## config.mk

```make
export PLATFORM = sky130hd
export DESIGN_NAME = dcache_rr_buffer
export DESIGN_NICKNAME = d
export VERILOG_FILES = /design/src/rtl/dcache_rr_buffer.sv
export SDC_FILE = /design/constraint.sdc
export NUM_CORES = 1
export LEC_CHECK = 0
export CAP_MARGIN = 5
export CORE_MARGIN = 2
export CORE_UTILIZATION = 45
export DETAILED_ROUTE_END_ITERATION = 12
export PLACE_DENSITY = 0.73
export SLEW_MARGIN = 0
export SYNTH_ARGS = -nofsm -noshare
export SYNTH_HDL_FRONTEND = slang
export SYNTH_SLANG_ARGS = --single-unit
```

## constraint.sdc

```tcl
create_clock -name clk -period 7.78 [get_ports clk]
set_input_delay 1.167 -clock clk [delete_from_list [all_inputs] [get_ports clk]]
set_output_delay 1.167 -clock clk [all_outputs]
set_load 0.02 [all_outputs]
```

## src/rtl/dcache_rr_buffer.sv

```systemverilog
// Round-robin write collector for four IPs feeding the Dcache buffered write port.
// Optional feature: define DCACHE_RR_SEGCHK_EN to drop and flag writes outside each IP's segment.
module dcache_rr_buffer #(
    parameter int N        = 32,
    parameter int DEPTH    = 4,
    parameter int SEG_BASE = 48,
    parameter int SEG_SIZE = 16
) (
    input  logic                     clk,
    input  logic                     rst_n,
    input  logic [3:0]               wr_req,
    input  logic [N-1:0]             wr_addr1,
    input  logic [N-1:0]             wr_addr2,
    input  logic [N-1:0]             wr_addr3,
    input  logic [N-1:0]             wr_addr4,
    input  logic [N-1:0]             wr_data1,
    input  logic [N-1:0]             wr_data2,
    input  logic [N-1:0]             wr_data3,
    input  logic [N-1:0]             wr_data4,
    output logic [3:0]               wr_ack,
    input  logic                     sc_busy,
    output logic                     DWRR,
    output logic [N-1:0]             DARR,
    output logic [N-1:0]             DORR,
    output logic [$clog2(DEPTH):0]   fifo_count,
    output logic                     fifo_full,
    output logic [3:0]               err
);

    localparam int PW = $clog2(DEPTH);

`ifdef DCACHE_RR_SEGCHK_EN
    localparam bit SEGCHK = 1'b1;
`else
    localparam bit SEGCHK = 1'b0;
`endif

    typedef struct packed {
        logic [N-1:0] addr;
        logic [N-1:0] data;
    } entry_t;

    entry_t         r_mem [DEPTH];
    logic [PW-1:0]  r_wr_ptr;
    logic [PW-1:0]  r_rd_ptr;
    logic [PW:0]    r_count;
    logic [1:0]     r_rr_ptr;
    logic           r_dwrr;
    logic [N-1:0]   r_darr;
    logic [N-1:0]   r_dorr;
    logic [3:0]     r_err;

    logic           w_any;
    logic [1:0]     w_win;
    logic           w_full;
    logic           w_grant;
    logic           w_in_seg;
    logic           w_push;
    logic           w_pop;
    logic [N-1:0]   w_addr;
    logic [N-1:0]   w_data;
    logic [N:0]     w_seg_lo;
    logic [PW:0]    w_count_nxt;

    // NOTE: every signal written in an always_comb gets a default first, so no path leaves it unassigned and no latch is inferred.
    always_comb begin
        w_any = 1'b0;
        w_win = '0;
        for (int i = 1; i <= 4; i++) begin
            if (!w_any && wr_req[r_rr_ptr + 2'(i)]) begin
                w_any = 1'b1;
                w_win = r_rr_ptr + 2'(i);
            end
        end
    end

    always_comb begin
        w_addr = wr_addr1;
        w_data = wr_data1;
        case (w_win)
            2'd1:    begin w_addr = wr_addr2; w_data = wr_data2; end
            2'd2:    begin w_addr = wr_addr3; w_data = wr_data3; end
            2'd3:    begin w_addr = wr_addr4; w_data = wr_data4; end
            default: begin w_addr = wr_addr1; w_data = wr_data1; end
        endcase
    end

    // Fullness uses the registered count: a pop on the same edge never frees a slot for a push.
    assign w_full   = (r_count == (PW+1)'(DEPTH));
    assign w_grant  = w_any && !w_full;
    assign wr_ack   = w_grant ? (4'b0001 << w_win) : 4'b0000;

    assign w_seg_lo = (N+1)'(SEG_BASE) + (N+1)'(SEG_SIZE) * (N+1)'(w_win);
    assign w_in_seg = ({1'b0, w_addr} >= w_seg_lo) &&
                      ({1'b0, w_addr} <  w_seg_lo + (N+1)'(SEG_SIZE));

    assign w_push   = w_grant && (!SEGCHK || w_in_seg);
    assign w_pop    = (r_count != '0) && !sc_busy;

    always_comb begin
        w_count_nxt = r_count;
        if (w_push && !w_pop)
            w_count_nxt = r_count + (PW+1)'(1);
        else if (!w_push && w_pop)
            w_count_nxt = r_count - (PW+1)'(1);
    end

    // NOTE: sequential state is updated with non-blocking assignments so every flop samples pre-edge values.
    always_ff @(posedge clk or negedge rst_n) begin
        if (!rst_n) begin
            r_wr_ptr <= '0;
            r_rd_ptr <= '0;
            r_count  <= '0;
            r_rr_ptr <= 2'd3;
            r_dwrr   <= 1'b0;
            r_darr   <= '0;
            r_dorr   <= '0;
            r_err    <= '0;
        end else begin
            r_count <= w_count_nxt;
            if (w_grant)
                r_rr_ptr <= w_win;
            if (w_push)
                r_wr_ptr <= r_wr_ptr + PW'(1);
            if (w_grant && !w_push)
                r_err[w_win] <= 1'b1;
            r_dwrr <= w_pop;
            if (w_pop) begin
                r_darr   <= r_mem[r_rd_ptr].addr;
                r_dorr   <= r_mem[r_rd_ptr].data;
                r_rd_ptr <= r_rd_ptr + PW'(1);
            end
        end
    end

    // NOTE: the storage array has no reset; resetting the pointers and count already discards its contents.
    always_ff @(posedge clk) begin
        if (w_push)
            r_mem[r_wr_ptr] <= '{addr: w_addr, data: w_data};
    end

    assign DWRR       = r_dwrr;
    assign DARR       = r_darr;
    assign DORR       = r_dorr;
    assign fifo_count = r_count;
    assign fifo_full  = w_full;
    assign err        = r_err;

endmodule

```

==> flow_metrics.py <==
metrics = {
    "run_status": {
        "outcome": "finished clean",
    },
    "critical_path": {
        "path_depth": 5,
        "r2r_start": "r_rr_ptr[0]",
        "r2r_slack_ps": 4540,
        "cp.required_ps": 6610,
        "cp_top_family": "buffers and inverters",
        "startpoint_type": "primary input",
        "cp_data_arrival_time_ps": 3640,
        "cp-end-kind": "output port",
        "crit_top_cell": "clkdlybuf4s50_1",
        "slowest_stage": "and3_4",
        "max_stage_delay_ps": 790,
        "crit_path_cell_trace": "clkdlybuf4s50_1 -> o21ai_1 -> and3_4 -> and3_1 -> clkdlybuf4s50_1",
        "crit_type": "in -> out",
        "reg2reg_to": "r_mem[0][58]",
        "worstRegToRegCells": 6,
        "cp_max_fo": 74,
        "crit_buf_inv": 2,
    },
    "route": {
        "vias": 8894,
        "firstDrtPassIters": 6,
        "wl_mm": 33.00,
        "antenna_left": 0,
        "detail_route.wl_per_cell_um": 20.14,
        "drcViolationCount": 0,
        "dr.first_iter.drc_count": 516,
        "via_per_inst": 5.426,
    },
    "floorplan": {
        "fp.dieH_um": 181.6,
        "initial_utilization": 0.4533,
        "core-area_um2": 31310,
        "fp-row-count": 65,
        "io_pins": 340,
        "die_w_um": 181.6,
        "dieArea_um2": 32980,
    },
    "clock_tree": {
        "insertion_delay_ps": 510,
        "clk_pin_slew_ps": 60,
        "cts_root_buf": "clkbuf_16",
        "cts_buffers": 34,
        "cts_hold_buf": 0,
        "cts.path.max_buffers": 3,
        "cts.repair.resized": 0,
        "cts.htree.levels": 2,
        "cts_setup_buffers": 0,
        "cts_sinks": 330,
        "cts_tree": "done",
    },
    "power": {
        "powerDensity_nw_per_um2": 432.3,
        "ir_worst_vdd_mv": 0.2103,
        "p_leak_nw": 6.578,
    },
    "placement": {
        "port-buffer-count": 335,
        "hpwl_mm": 20.51,
        "gp_congestion": 0.7576,
        "place_area_um2": 17740,
        "place_ws_ps": 2945,
    },
    "sta": {
        "setup_tns_ps": 0,
        "finalClockSkew_ps": 18.66,
        "fin_crit_sh": 0.6184,
        "drv_slew": 0,
        "worst_pin_slew_ps": 1077,
        "setup_ws_ps": 2969,
        "setup_viol": 0,
        "period_needed_ps": 4811,
        "fmax_mhz": 207.9,
        "whs_ps": 501.4,
        "rsz0062_at_grt": "no",
        "hold_viol_final": 0,
        "relSlewSlack": 0.2820,
    },
    "final_layout": {
        "final_common_cell": "clkdlybuf4s50_1",
        "syn_to_final_growth_pct": 32.64,
        "final_cell_mix": "334 x clkdlybuf4s50_1, 256 x edfxtp_1, 195 x nand2_1",
        "design_area_um2": 18830,
        "drive_gt1_frac": 0.1827,
        "final_nets": 1480,
        "fillers": 2392,
        "antenna_cells": 0,
    },
    "hold_path": {
        "hold_depth": 1,
        "min_from": "DARR[11]",
        "hold_end": "DARR[11]",
        "worstHoldPathType": "reg -> reg",
    },
    "grt": {
        "grt_pass1_wl_mm": 50.06,
        "grt_pass1_vias": 9181,
        "grt_max_degree": 77,
        "grt_overflow_total": 0,
        "antenna_found_initial": 0,
        "grt.total_usage": 0.1975,
    },
    "yosys": {
        "synth_seq_area_share": 0.6722,
        "yosysWarnings": 0,
        "ys.flop_type": "edfxtp_1",
        "ys_types": 34,
        "async_flop_share": 0.2242,
        "synthCells": 900,
        "yosys_register_bits": 330,
        "synth_area_um2": 14190,
        "syn_avg_cell_area_um2": 15.77,
        "synth-edff-count": 256,
    },
    "flow_run": {
        "maxCapViolCount": 0,
    },
}
## state kept, by name (all words and copies together) (netlist names)
register	flops
r_rr_ptr	2
r_rd_ptr	2
DARR	32
DWRR	1
r_wr_ptr	2
DORR	32
r_mem	256
fifo_count	3
## cell type report
| type | count | area [µm²] | share of cell area |
|---|---|---|---|
| clock buffer | 47 | 919.6 | 0.04884 |
| inverter | 4 | 15.01 | 0.0007974 |
| timing repair buffer | 341 | 3396 | 0.1804 |
| clock inverter | 15 | 171.4 | 0.009104 |
| sequential | 330 | 9549 | 0.5072 |
| tap | 402 | 503.0 | 0.02671 |
| multi-input combinational | 500 | 4274 | 0.2270 |
## power by group
part           total, W  internal [W]  switching [W]
Sequential      0.00346       0.00310       0.000363
Clock           0.00158      0.000935       0.000644
Combinational   0.00310       0.00140        0.00169
## worst max path at each step
stage                         start           to
after global routing      wr_req[1]    wr_ack[0]
after CTS                 wr_req[3]    wr_ack[0]
after floorplan           wr_req[3]  r_mem[0][0]
after detailed placement  wr_req[3]    wr_ack[0]
after global placement    wr_req[3]    wr_ack[0]
final                     wr_req[3]    wr_ack[0]
## cell usage after synthesis, types with 2 or more instances
master	count	area share
xnor2_1	3	0.0019
buf_2	28	0.0099
nor2_1	7	0.0019
and3_1	3	0.0013
clkbuf_1	15	0.0040
inv_1	4	0.0011
dfstp_2	2	0.0037
mux2_2	65	0.052
nand2b_1	5	0.0022
buf_1	5	0.0013
o21ai_1	2	0.00071
buf_4	9	0.0048
buf_6	12	0.0095
mux4_2	64	0.10
a21oi_2	30	0.019
a21oi_1	35	0.012
dfrtp_1	72	0.13
a32oi_1	64	0.039
ha_1	5	0.0044
and2_1	4	0.0018
edfxtp_1	256	0.54
nand2_1	196	0.052
xor2_1	3	0.0019
## layer usage
metal | up-vias | global-route usage | wire length, µm
met3 | 47 | 0.05054 | 2317
met2 | 303 | 0.3602 | 16820
met1 | 4458 | 0.2361 | 13320
li1 | 4086 | - | -
met4 | 0 | 0.04260 | 550
met5 | - | 0 | 0
## logic make-up (layout without fill, tap and decap cells)
family	Yosys count	in the layout	synth area share
adder cells (fa/ha/maj)	6	6	0.005818
other	1	4	0.0002642
flip-flops	330	330	0.6722
multiplexers	129	129	0.1531
AND/OR/NAND/NOR	219	219	0.06064
AO/OA/AOI/OAI	136	136	0.07378
XOR/XNOR	6	6	0.003703
buffers and inverters	73	407	0.03050
## through the flow
| stage | util | instances | total power, W |
|---|---|---|---|
| 3_5_place_dp | 0.5665 | 1577 | 0.006673 |
| 5_1_grt | 0.6013 | 1639 | 0.008606 |
| 6_report | 0.6013 | 1639 | 0.008140 |
| 3_3_place_gp | 0.5665 | 1577 | 0.006546 |
| 4_1_cts | 0.6013 | 1639 | 0.008273 |
| 2_1_floorplan | - | 903 | 0.005508 |
Note: power is estimated with default switching activity, not from simulation.
